<file path="src/rtl/wb_pkg.sv">
// ---------------------------------------------------------------------------------------------
// wb_pkg: shared types for the register-file write-back arbiter.
//   WB_DATA_W / WB_ADDR_W : default register data / address widths
//   wb_entry_t            : one pending write (destination + value) at default widths
//   wb_src_e              : which source drives the regfile write port in a given cycle
// ---------------------------------------------------------------------------------------------
package wb_pkg;

    localparam int unsigned WB_DATA_W = 32;
    localparam int unsigned WB_ADDR_W = 5;

    typedef struct packed {
        logic [WB_ADDR_W-1:0] addr;
        logic [WB_DATA_W-1:0] data;
    } wb_entry_t;

    typedef enum logic [1:0] {
        SRC_NONE,
        SRC_ALU,
        SRC_LATE
    } wb_src_e;

endpackage

</file>
<file path="src/rtl/wb_fifo.sv">
// ---------------------------------------------------------------------------------------------
// wb_fifo: synchronous FIFO of DEPTH entries holding late write-back results.
// Pointers carry one extra wrap bit so full and empty are told apart without a counter.
// Ports:
//   clk, rst  : clock, asynchronous active-high reset (empties the FIFO)
//   push/wdata: write an entry (ignored when full)
//   pop/rdata : rdata shows the head combinationally; pop advances past it (ignored when empty)
//   full/empty/count : occupancy status
// ---------------------------------------------------------------------------------------------
module wb_fifo
    import wb_pkg::*;
#(
    parameter int unsigned DEPTH = 4,
    parameter type entry_t = wb_entry_t
) (
    input  logic                   clk,
    input  logic                   rst,
    input  logic                   push,
    input  entry_t                 wdata,
    input  logic                   pop,
    output entry_t                 rdata,
    output logic                   full,
    output logic                   empty,
    output logic [$clog2(DEPTH):0] count
);

    localparam int unsigned PTR_W = $clog2(DEPTH);

    entry_t           mem [DEPTH];
    logic [PTR_W:0]   wr_ptr_q;
    logic [PTR_W:0]   rd_ptr_q;
    logic             do_push;
    logic             do_pop;

    assign empty   = (wr_ptr_q == rd_ptr_q);
    assign full    = (wr_ptr_q[PTR_W] != rd_ptr_q[PTR_W]) &&
                     (wr_ptr_q[PTR_W-1:0] == rd_ptr_q[PTR_W-1:0]);
    assign count   = wr_ptr_q - rd_ptr_q;
    assign do_push = push && !full;
    assign do_pop  = pop && !empty;
    assign rdata   = mem[rd_ptr_q[PTR_W-1:0]];

    always_ff @(posedge clk or posedge rst) begin
        if (rst) begin
            wr_ptr_q <= '0;
            rd_ptr_q <= '0;
        end else begin
            if (do_push) wr_ptr_q <= wr_ptr_q + 1'b1;
            if (do_pop)  rd_ptr_q <= rd_ptr_q + 1'b1;
        end
    end

    // Storage needs no reset: the pointers define which entries are live.
    always_ff @(posedge clk) begin
        if (do_push) mem[wr_ptr_q[PTR_W-1:0]] <= wdata;
    end

endmodule

</file>
<file path="src/rtl/regfile_wb_arbiter.sv">
// ---------------------------------------------------------------------------------------------
// regfile_wb_arbiter: merges single-cycle ALU results and buffered late (multi-cycle / load)
// results into one registered register-file write per cycle, and keeps a busy scoreboard of
// destinations whose late result is still outstanding.
//
// Optional feature: define WB_STARVE_GUARD_EN to add a starvation guard. After STARVE_LIMIT
// consecutive cycles in which the ALU wins while late results wait, the FIFO head is written
// instead and o_stall_req pulses so the core re-presents its ALU result next cycle. Without the
// macro the ALU always has priority and o_stall_req is tied low.
//
// Ports:
//   i_clk, i_reset                        clock, asynchronous active-high reset
//   i_alu_valid/_rd_addr/_rd_data         ALU result (never back-pressured)
//   i_late_valid/_rd_addr/_rd_data        late result offer; o_late_ready = FIFO not full
//   i_issue_valid/_rd_addr                late op issued -> destination marked busy
//   o_busy_mask                           bit r set while a late result for xr is outstanding
//   o_late_count                          FIFO occupancy
//   o_stall_req                           hold request from the starvation guard
//   o_rd_addr/o_rd_data/o_rd_wren         registered regfile write port
// ---------------------------------------------------------------------------------------------
module regfile_wb_arbiter
    import wb_pkg::*;
#(
    parameter int unsigned DATA_W       = WB_DATA_W,
    parameter int unsigned ADDR_W       = WB_ADDR_W,
    parameter int unsigned DEPTH        = 4,
    parameter int unsigned STARVE_LIMIT = 8
) (
    input  logic                     i_clk,
    input  logic                     i_reset,
    input  logic                     i_alu_valid,
    input  logic [ADDR_W-1:0]        i_alu_rd_addr,
    input  logic [DATA_W-1:0]        i_alu_rd_data,
    input  logic                     i_late_valid,
    output logic                     o_late_ready,
    input  logic [ADDR_W-1:0]        i_late_rd_addr,
    input  logic [DATA_W-1:0]        i_late_rd_data,
    input  logic                     i_issue_valid,
    input  logic [ADDR_W-1:0]        i_issue_rd_addr,
    output logic [2**ADDR_W-1:0]     o_busy_mask,
    output logic [$clog2(DEPTH):0]   o_late_count,
    output logic                     o_stall_req,
    output logic [ADDR_W-1:0]        o_rd_addr,
    output logic [DATA_W-1:0]        o_rd_data,
    output logic                     o_rd_wren
);

    localparam int unsigned NREG = 2**ADDR_W;

    // Entry at this instance's widths (wb_entry_t is the default-width equivalent).
    typedef struct packed {
        logic [ADDR_W-1:0] addr;
        logic [DATA_W-1:0] data;
    } entry_t;

    entry_t                  push_entry;
    entry_t                  head;
    logic                    fifo_full;
    logic                    fifo_empty;
    logic                    push;
    logic                    pop;
    logic                    alu_win;
    logic                    force_late;
    wb_src_e                 sel;
    logic [NREG-1:0]         busy_q;
    logic [NREG-1:0]         busy_d;

    // An ALU write to x0 is treated as no request so the FIFO may drain that cycle.
    assign alu_win = i_alu_valid && (i_alu_rd_addr != '0);

    // Late results for x0 complete the handshake but never occupy an entry.
    assign push         = i_late_valid && !fifo_full && (i_late_rd_addr != '0);
    assign o_late_ready = !fifo_full;
    assign push_entry   = '{addr: i_late_rd_addr, data: i_late_rd_data};

    wb_fifo #(
        .DEPTH   (DEPTH),
        .entry_t (entry_t)
    ) u_fifo (
        .clk   (i_clk),
        .rst   (i_reset),
        .push  (push),
        .wdata (push_entry),
        .pop   (pop),
        .rdata (head),
        .full  (fifo_full),
        .empty (fifo_empty),
        .count (o_late_count)
    );

`ifdef WB_STARVE_GUARD_EN
    localparam int unsigned SC_W = $clog2(STARVE_LIMIT + 1);

    logic [SC_W-1:0] starve_q;
    logic [SC_W-1:0] starve_d;
    logic            starve_hit;

    assign starve_hit = (starve_q == SC_W'(STARVE_LIMIT));
    // Only an ALU request actually needs to be held back; an idle ALU lets the FIFO drain anyway.
    assign force_late  = starve_hit && alu_win;
    assign o_stall_req = force_late;

    always_comb begin
        starve_d = '0;
        if (!starve_hit && alu_win && !fifo_empty) starve_d = starve_q + SC_W'(1);
    end

    always_ff @(posedge i_clk or posedge i_reset) begin
        if (i_reset) starve_q <= '0;
        else         starve_q <= starve_d;
    end
`else
    assign force_late  = 1'b0;
    assign o_stall_req = 1'b0;
`endif

    always_comb begin
        sel = SRC_NONE;
        if (alu_win && !force_late) sel = SRC_ALU;
        else if (!fifo_empty)       sel = SRC_LATE;
    end

    assign pop = (sel == SRC_LATE);

    // Address/data only load when a write happens, so they hold during idle cycles.
    always_ff @(posedge i_clk or posedge i_reset) begin
        if (i_reset) begin
            o_rd_wren <= 1'b0;
            o_rd_addr <= '0;
            o_rd_data <= '0;
        end else begin
            o_rd_wren <= (sel != SRC_NONE);
            unique case (sel)
                SRC_ALU: begin
                    o_rd_addr <= i_alu_rd_addr;
                    o_rd_data <= i_alu_rd_data;
                end
                SRC_LATE: begin
                    o_rd_addr <= head.addr;
                    o_rd_data <= head.data;
                end
                default: ;
            endcase
        end
    end

    // Clear first, then set: an issue to the register being retired this edge stays busy.
    always_comb begin
        busy_d = busy_q;
        if (pop) busy_d[head.addr] = 1'b0;
        if (i_issue_valid && (i_issue_rd_addr != '0)) busy_d[i_issue_rd_addr] = 1'b1;
        busy_d[0] = 1'b0;
    end

    always_ff @(posedge i_clk or posedge i_reset) begin
        if (i_reset) busy_q <= '0;
        else         busy_q <= busy_d;
    end

    assign o_busy_mask = busy_q;

    // Decode must stall on a busy destination; reaching here with one is a pipeline bug.
    // Issuing to the register whose late result retires on this very edge is fine.
    a_issue_to_busy: assert property (@(posedge i_clk) disable iff (i_reset)
        !(i_issue_valid && (i_issue_rd_addr != '0) && busy_q[i_issue_rd_addr] &&
          !(pop && (head.addr == i_issue_rd_addr))));

    a_alu_to_busy: assert property (@(posedge i_clk) disable iff (i_reset)
        !(alu_win && busy_q[i_alu_rd_addr]));

endmodule

</file>
<file path="config.mk">
export PLATFORM = sky130hd
export DESIGN_NAME = regfile_wb_arbiter
export DESIGN_NICKNAME = d
export VERILOG_FILES = /design/src/rtl/wb_pkg.sv /design/src/rtl/wb_fifo.sv /design/src/rtl/regfile_wb_arbiter.sv
export SDC_FILE = /design/constraint.sdc
export NUM_CORES = 1
export LEC_CHECK = 0
export ABC_AREA = 1
export BUFFER_PORTS_ARGS = -buffer_cell sky130_fd_sc_hd__buf_2
export CAP_MARGIN = 5
export CORE_MARGIN = 4
export CORE_UTILIZATION = 30
export CTS_CLUSTER_SIZE = 40
export DETAILED_ROUTE_END_ITERATION = 10
export REMOVE_ABC_BUFFERS = 1
export SLEW_MARGIN = 20
export SYNTH_ARGS = -nofsm -noshare
export SYNTH_HDL_FRONTEND = slang
export SYNTH_SLANG_ARGS = --single-unit
</file>
<file path="constraint.sdc">
create_clock -name i_clk -period 5.09 [get_ports i_clk]
set_input_delay 0.7635 -clock i_clk [delete_from_list [all_inputs] [get_ports i_clk]]
set_output_delay 0.7635 -clock i_clk [all_outputs]
set_load 0.005 [all_outputs]
</file>
* After elaboration in Yosys (flattened, before gate mapping)
Memories as Yosys holds them, arrays and structs flattened.
Cells that the tools add are included.
** Word-level totals
- Bits in registers :: 75
- RAM bits :: 148
- Input bits :: 84
- Output and inout port bits :: 75
- Word-level logic and storage cells :: 50
- Memories :: 1
** Operators by class
- Add/subtract/negate cells :: 3
- Magnitude comparators :: 4
- Equality and inequality tests :: 5
- Multiplexer cells :: 12
- Bitwise logic cells :: 3
- Reduce and logical (&&, ||, !) cells :: 16
** Memory list
- u_fifo.mem :: depth 4, width 37, rd ports 1, clocked after Yosys merged registers in 0, write ports 1, line wb_fifo.sv:29 : entry_t mem [DEPTH];
** Operator list (count)
- $mux 32 :: 2
- $pmux 32 s2 :: 1
- $and 32x32->32 :: 1
- $not 32->32 :: 1
- $or 32x32->32 :: 1
- $reduce_bool 5->1 :: 3
- $lt 5x6->1 const B :: 2
- $demux 1 s5 :: 2
- $ge 5x1->1 const B :: 2
- $pmux 5 s2 :: 1
- $logic_and 1x1->1 :: 9
- $add 3x1->3 const B :: 2
- $mux 1 :: 4
- $mux 2 :: 2
- $reduce_bool 2->1 :: 2
- $eq 3x3->1 :: 1
- $sub 3x3->3 :: 1
- $eq 2x1->1 const B :: 1
- $eq 2x2->1 :: 1
- $eq 2x2->1 const B :: 1
- $logic_not 1->1 :: 2
- $ne 1x1->1 :: 1

* Longest topological paths before layout
Gate-level depths: netlist (run 1).
An unclocked memory read counts as a cell.
- Word-level depth :: 10
- Gate-level depth with buffers :: 12
- Depth with buffers taken out :: 10

* Cells and area by module
Synthesis (run 1) repeated with hierarchy kept, for this count alone.
** Unflattened totals
- Cells, all modules :: 874
- Area total of the unflattened synthesis :: 9579.2 um2
** By module, submodules not included
- wb_fifo :: times used 1, cells each 423, area an instance 6132.1 um2, seq. area each 4594.4 um2
- regfile_wb_arbiter :: times used 1, cells each 451, area an instance 3447.1 um2, seq. area each 1726.7 um2

* Worst setup path after synthesis (run 1)
OpenSTA, ideal clock, no wires.
- Path kind :: reg2reg
- Start point :: register u_fifo.rd_ptr_q[1]
- End point :: memory u_fifo.mem[3][0] (netlist bit), enable pin
- Library setup time :: 0.433 ns
- Data arrival time :: 3.142 ns
- Data required time :: 4.657 ns
- Setup slack :: 1.515 ns
- Cell stages (with the launch flop) :: 8
- Buffers on the path :: 2
- Clock period less this slack :: 3.575 ns
- Cell sequence :: dfrtp_1 > inv_2 > buf_4 > buf_2 > ha_1 > nand3_1 > nand3_1 > nor2_1
** On the way
- Word-level cells in the longest chain between the ends :: 8
** Ends and longest elaborated chain
- start, declared :: line wb_fifo.sv:31 : logic [PTR_W:0] rd_ptr_q;
- start signal, assigned :: line wb_fifo.sv:49 : if (do_pop) rd_ptr_q <= rd_ptr_q + 1'b1;
- $eq 2x2->1 * :: line wb_fifo.sv:37 : (wr_ptr_q[PTR_W-1:0] == rd_ptr_q[PTR_W-1:0]);
- $logic_and 1x1->1 * :: line wb_fifo.sv:36 : assign full = (wr_ptr_q[PTR_W] != rd_ptr_q[PTR_W]) &&
- $logic_not 1->1 *
- via o_late_ready :: line regfile_wb_arbiter.sv:35 : output logic o_late_ready,
- $logic_and 1x1->1 (2 in series) :: line regfile_wb_arbiter.sv:72 : assign push = i_late_valid && !fifo_full && (i_late_rd_addr != '0);
- $logic_and 1x1->1 * :: line wb_fifo.sv:39 : assign do_push = push && !full;
- $mux 1 * :: line wb_fifo.sv:55 : if (do_push) mem[wr_ptr_q[PTR_W-1:0]] <= wdata;
- $mux 1 (implied by the code) * :: line wb_fifo.sv:55
- end, declared :: line wb_fifo.sv:29
Mark *: on every way through the listed nets, which the timed path passes. The rest lies on a longest branch.

* Worst setup path after layout (run 1)
- Start point :: register u_fifo.rd_ptr_q[0]
- End point :: register busy_q[13] (netlist: o_busy_mask[13])
** On the way
- Word-level cells in the longest chain between the ends :: 10
- Elaborated cells between the ends (all ways) :: 15
- Classes of those cells :: 2 x order compare; 2 x eq/ne; 6 x mux; 3 x bitwise; 1 x reduce/logical; 1 x memory
** Ends and longest elaborated chain
- $mem_v2 4x37
- $lt 5x6->1 (implied by the code) or $ge 5x1->1 (tied branches) :: line regfile_wb_arbiter.sv:150 : if (pop) busy_d[head.addr] = 1'b0;
- $logic_and 1x1->1 (implied by the code) :: line regfile_wb_arbiter.sv:150
- $mux 1 (implied by the code) :: line regfile_wb_arbiter.sv:150
- $demux 1 s5 :: line regfile_wb_arbiter.sv:150
- $not 32->32 (no line)
- $and 32x32->32 (no line)
- $mux 32 * :: line regfile_wb_arbiter.sv:150
- $or 32x32->32 (no line)
- $mux 32 * :: line regfile_wb_arbiter.sv:151 : if (i_issue_valid && (i_issue_rd_addr != '0)) busy_d[i_issue_rd_addr] = 1'b1;
- via busy_d[13] :: line regfile_wb_arbiter.sv:66 : logic [NREG-1:0] busy_d;
- end signal, assigned :: line regfile_wb_arbiter.sv:157 : else busy_q <= busy_d;
- end, declared :: line regfile_wb_arbiter.sv:65 : logic [NREG-1:0] busy_q;
Marked as above.
A chain may end at the register's enable or synchronous reset.

==> flow_metrics.py, run 1 <==
metrics = {
    "global_route": {
        "antenna_found_initial": 6,
        "grt-ovfl-total": 0,
        "grt_pass1_wl_um": 36000,
        "grt_pass1_vias": 6508,
        "grt_max_degree": 78,
        "grt_use_total": 0.135,
    },
    "cells_and_area": {
        "final_cell_mix": "nand2_1 (290), buf_2 (156), edfxtp_1 (148)",
        "nets": 1097,
        "multi_input_area_um2": 2680,
        "nFillCells": 3042,
        "synthToLayoutAreaGrowth_pct": 21.6,
        "drive_above_1_share": 0.240,
        "utilization": 0.369,
        "design_area_um2": 11300,
        "regArea_um2": 6320,
        "final_common_cell": "nand2_1",
    },
    "synthesis": {
        "yosys_warnings": 0,
        "synth.top_cell.area_share": 0.480,
        "ys_ff_latch": 223,
        "netlist.top_cell.by_area": "edfxtp_1",
        "syn_avg_cell_area_um2": 10.9,
        "yosys.cell_types.count": 28,
        "synthCells": 849,
        "syn-cell-area_um2": 9260,
        "synthTopCellsByArea": "edfxtp_1 (48%), dfrtp_1 (20%), nand2_1 (12%)",
        "yosysSeqAreaShare": 0.683,
    },
    "run": {
        "maxCapViolCount": 0,
    },
    "clock_network": {
        "clockBufferDepth": 3,
        "post-cts-setup-buffers": 0,
        "cts_tree": "done",
        "path_clk_slew_ps": 60,
        "cts_buffers": 24,
        "h-tree-depth": 1,
        "hold_buffers": 0,
        "insertion_delay_ps": 520,
        "root_buffer": "clkbuf_16",
        "clkSinkCount": 223,
        "ctsResizeCount": 0,
    },
    "drt": {
        "vias": 6454,
        "ant_nets": 0,
        "first_pass_iters": 5,
        "drt_iter0_drc": 371,
        "post_drt_wl_per_cell_um": 16.4,
        "route.met3.wl_um": 1680,
        "met1_length_um": 10100,
        "routed_wl_um": 23200,
        "viasPerCell": 4.55,
        "drcViolationCount": 0,
        "route.met2.wl_um": 10900,
        "top_layer_used": "met5",
    },
    "pwr": {
        "power.density_nw_per_um2": 605,
        "p_leak_nw": 4.63,
        "ir_drop_v": 0.000286,
        "total_power_mw": 6.81,
    },
    "timing": {
        "hold_violations": 0,
        "fin_crit_ps": 2930,
        "fmax_ghz": 0.342,
        "fin_crit_sh": 0.575,
        "slew_viol_final": 0,
        "finClkSkew_ps": 18.3,
        "setup_ws_ps": 2160,
        "final.setup.tns_ps": 0,
        "worstMarginPinSlew_ps": 977,
        "setup_viol": 0,
        "rsz0062_at_grt": "false",
        "slew_headroom": 0.344,
    },
    "worst_setup_path": {
        "crit_arrival_ps": 3320,
        "cp-start-kind": "flip-flop",
        "endpoint_kind": "flip-flop",
        "critPathKind": "flip-flop to flip-flop",
        "path_max_fanout": 77,
        "crit_required_ps": 5480,
    },
    "floorplanning": {
        "die_h_um": 184,
        "dieArea_um2": 33700,
        "die_x_um": 184,
        "row_count": 64,
        "coreArea_um2": 30500,
        "start_util": 0.304,
        "io_pins": 159,
    },
    "place": {
        "dpl-instance-area_um2": 10400,
        "pre_cts_slack_ps": 1970,
        "place.gp.congestion": 0.820,
        "port_buffers": 156,
        "dp_hpwl_um": 15300,
    },
    "run_status": {
        "status": "finished clean",
    },
    "min_path": {
        "hp-class": "primary input to async pin",
    },
}
-- power breakdown --
part	internal [mW]	switching (mW)	leakage, nW
registers	2.52	0.232	2.25
logic	0.765	1.53	2.00
clock network	1.07	0.696	0.388
total	4.36	2.46	4.63
-- flip-flops by register name, summed over array words and instances, names as in the netlist --
name	flops
u_fifo.mem	148
o_rd_data	32
o_busy_mask	31
o_rd_addr	5
u_fifo.rd_ptr_q	3
u_fifo.wr_ptr_q	3
o_rd_wren	1
-- logic make-up (layout without fill, tap and decap cells) --
group           after synthesis  after routing  synth area share
xor+xnor                      4              4           0.00378
buf+inv                      62            235            0.0331
simple gates                453            453             0.210
fa+ha+maj                     8              8            0.0116
other cells                   1              3          0.000405
flops                       223            223             0.683
compound gates               98             98            0.0582
-- layout make-up --
class	instances	share of cell area
flip-flops and latches	223	0.561
clock inverters	12	0.0138
diodes	1	0.000222
multi-input cells	565	0.238
inverters	26	0.00900
repair buffers	165	0.0753
clock buffers	32	0.0587
well taps	396	0.0440
-- cell usage after synthesis --
cell / n
a21oi_1: 1
buf_12: 1
buf_2: 17
buf_4: 5
buf_6: 2
clkbuf_1: 11
conb_1: 1
dfrtp_1: 75
edfxtp_1: 148
fa_1: 1
ha_1: 7
inv_1: 21
inv_2: 4
inv_4: 1
nand2_1: 290
nand2_2: 11
nand2_4: 6
nand3_1: 47
nand3b_1: 2
nor2_1: 72
nor2_2: 1
nor2_4: 12
nor3_1: 12
o211ai_1: 5
o21ai_0: 54
o21ai_1: 9
o22ai_1: 29
xor2_1: 4
-- stage by stage --
stage          instances  hold WS, ps
5_1_grt             1420          440
3_5_place_dp        1375          457
2_1_floorplan        814          464
6_report            1420          413
4_1_cts             1419          436
3_3_place_gp        1375          450
-- final timing paths --
check | slack (ps) | end | cells past startpoint | startpoint
worst max-delay path | 2160 | o_busy_mask[13]$_DFF_PP0_ | 11 | u_fifo.rd_ptr_q[0]$_DFFE_PP0P_
worst min-delay path | 410 | o_rd_data[30]$_DFFE_PP0P_ | 2 | i_reset
worst max register to register | 2160 | o_busy_mask[13]$_DFF_PP0_ | 11 | u_fifo.rd_ptr_q[0]$_DFFE_PP0P_
worst min register to register | 470 | o_busy_mask[1]$_DFF_PP0_ | 2 | o_busy_mask[1]$_DFF_PP0_
max in group asynchronous | 3700 | u_fifo.rd_ptr_q[1]$_DFFE_PP0P_ | 3 | i_reset
min in group i_clk | 460 | o_rd_data[27]$_DFFE_PP0P_ | 3 | i_alu_rd_data[27]
-- worst max-delay path: stages (launching register included) --
cell	delay (ps)
dfrtp_2	360
buf_4	600
inv_2	480
buf_4	400
nand2_1	130
nand3_1	70
nand2_1	140
nand2_1	100
nor2_4	230
nand2_1	90
nand2_1	60
nand2_1	40
-- layer usage --
layer | global-route usage | vias to the layer above
met5 | 0 | -
met4 | 0.0331 | 10
met3 | 0.0330 | 44
met2 | 0.230 | 203
met1 | 0.175 | 3012
li1 | - | 3185
(Power assumes the default switching activity.)
==> inputs of run 2 (changes only) <==
==> constraint.sdc (replaced) <==
create_clock -name i_clk -period 2.9 [get_ports i_clk]
set_input_delay 0.435 -clock i_clk [delete_from_list [all_inputs] [get_ports i_clk]]
set_output_delay 0.435 -clock i_clk [all_outputs]
set_load 0.005 [all_outputs]
==> flow_metrics.py, run 2 (synthesized netlist as in run 1, its figures left out) <==
metrics = {
    "worst_setup_path": {
        "cp_num_cells": 4,
        "critPathTopFamily": "adder cells",
        "critPathBufInv": 2,
        "cpPeakStageDelay_ps": 490,
        "reg2regPathDepth": 6,
        "endpoint_kind": "output pin",
        "path_max_fanout": 43,
        "crit_arrival_ps": 2100,
        "cp-start-kind": "flip-flop",
        "critPathKind": "flip-flop to output pin",
        "crit_required_ps": 2470,
        "crit_slowest_cell": "fa_1",
        "path_cells": "buf_4, fa_1, xor2_1, buf_2",
    },
    "cells_and_area": {
        "final_cell_count_no_fill": 1433,
        "drive_above_1_share": 0.249,
        "largest_reg_flops": 148,
        "nFillCells": 2979,
        "design_area_um2": 11400,
        "synthToLayoutAreaGrowth_pct": 23.3,
        "final_cell_mix": "nand2_1 (290), buf_2 (156), edfxtp_1 (148)",
        "utilization": 0.374,
        "final_common_cell": "nand2_1",
        "nets": 1109,
    },
    "global_route": {
        "grt_max_degree": 77,
        "antenna_found_initial": 4,
        "grt_use_total": 0.136,
        "grt_pass1_vias": 6470,
        "grt_pass1_wl_um": 36400,
        "grt-ovfl-total": 0,
    },
    "floorplanning": {
        "dieArea_um2": 33700,
        "row_count": 64,
        "io_pins": 159,
        "die_h_um": 184,
        "coreArea_um2": 30500,
        "start_util": 0.304,
        "die_x_um": 184,
    },
    "drt": {
        "vias": 6515,
        "first_pass_iters": 5,
        "drt_iter0_drc": 427,
        "ant_nets": 0,
        "post_drt_wl_per_cell_um": 16.3,
        "drcViolationCount": 0,
        "viasPerCell": 4.55,
        "routed_wl_um": 23400,
    },
    "clock_network": {
        "cts_tree": "done",
        "path_clk_slew_ps": 60,
        "root_buffer": "clkbuf_16",
        "ctsResizeCount": 0,
        "cts_buffers": 25,
        "h-tree-depth": 1,
        "clkSinkCount": 223,
        "insertion_delay_ps": 530,
        "clockBufferDepth": 3,
    },
    "timing": {
        "final.setup.tns_ps": 0,
        "rsz0062_at_grt": "false",
        "fin_crit_sh": 0.873,
        "finClkSkew_ps": 9.38,
        "fmax_ghz": 0.395,
        "setup_viol": 0,
        "fin_crit_ps": 2530,
        "hold_violations": 0,
        "whs_ps": 115,
        "slew_viol_final": 0,
        "slew_headroom": 0.297,
        "worstMarginPinSlew_ps": 1050,
        "setup_ws_ps": 368,
    },
    "min_path": {
        "hp-class": "primary input to flip-flop",
        "min_path_cells": 3,
    },
    "place": {
        "port_buffers": 156,
        "place.gp.congestion": 0.783,
        "dpl-instance-area_um2": 10500,
        "dp_hpwl_um": 15100,
        "pre_cts_slack_ps": 580,
        "placedCellCount": 1385,
    },
    "pwr": {
        "p_leak_nw": 4.72,
        "ir_drop_v": 0.000527,
        "total_power_mw": 12.3,
        "power.density_nw_per_um2": 1070,
    },
    "run": {
        "maxCapViolCount": 0,
    },
    "run_status": {
        "status": "finished clean",
    },
}
-- run 2: cell count changes in the layout (fill, tap and decap cells not counted), moves of 3 or more --
cell,before,now
buf_4,9,16
clkbuf_1,5,0
buf_12,0,3
clkbuf_8,3,0
clkinv_1,2,5
clkinv_2,3,6
-- run 2: worst reg2reg max path: cells and delay by family (launching register included) --
| kind | cells | cell delay (ps) |
|---|---|---|
| DFF | 1 | 410 |
| adders and majority gates | 1 | 280 |
| and+or+nand+nor | 3 | 860 |
| buffers and inverters | 2 | 450 |
-- run 2: metal layers --
layer  vias up  wire [µm]  track usage
met3        47       1490       0.0297
met4         8        515       0.0322
met5         -         40            0
met2       184      10700        0.225
met1      3053      10600        0.184
li1       3223          -            -
-- run 2: layout make-up --
cell class	instances	area, µm²	area share
clock inverters	21	233	0.0204
diodes	1	2.50	0.000219
inverters	26	101	0.00888
well taps	396	495	0.0434
flip-flops and latches	223	6320	0.554
clock buffers	25	626	0.0548
multi-input cells	565	2670	0.234
repair buffers	176	971	0.0850
-- run 2: final timing paths --
kind	slack [ps]	endpoint	from
setup / recovery	370	o_late_count[2]	u_fifo.rd_ptr_q[1]$_DFFE_PP0P_
hold / removal	110	o_rd_data[16]$_DFFE_PP0P_	i_alu_rd_data[16]
setup reg to reg	590	u_fifo.mem[3][1]$_DFFE_PP_	u_fifo.wr_ptr_q[0]$_DFFE_PP0P_
hold reg to reg	470	o_busy_mask[1]$_DFF_PP0_	o_busy_mask[1]$_DFF_PP0_
max in group asynchronous	1970	u_fifo.rd_ptr_q[1]$_DFFE_PP0P_	i_reset
min in group asynchronous	520	o_busy_mask[24]$_DFF_PP0_	i_reset
-- run 2: timing repair --
action                    in CTS  in global routing
hold endpoints to repair       7                  0
hold buffers                   1                  0
setup buffers                  0                  0
-- run 2: where the power goes --
group / leakage (nW) / switching [mW] / internal [mW]
logic: 2.06 / 2.76 / 1.42
registers: 2.25 / 0.391 / 4.42
clock network: 0.415 / 1.31 / 1.95
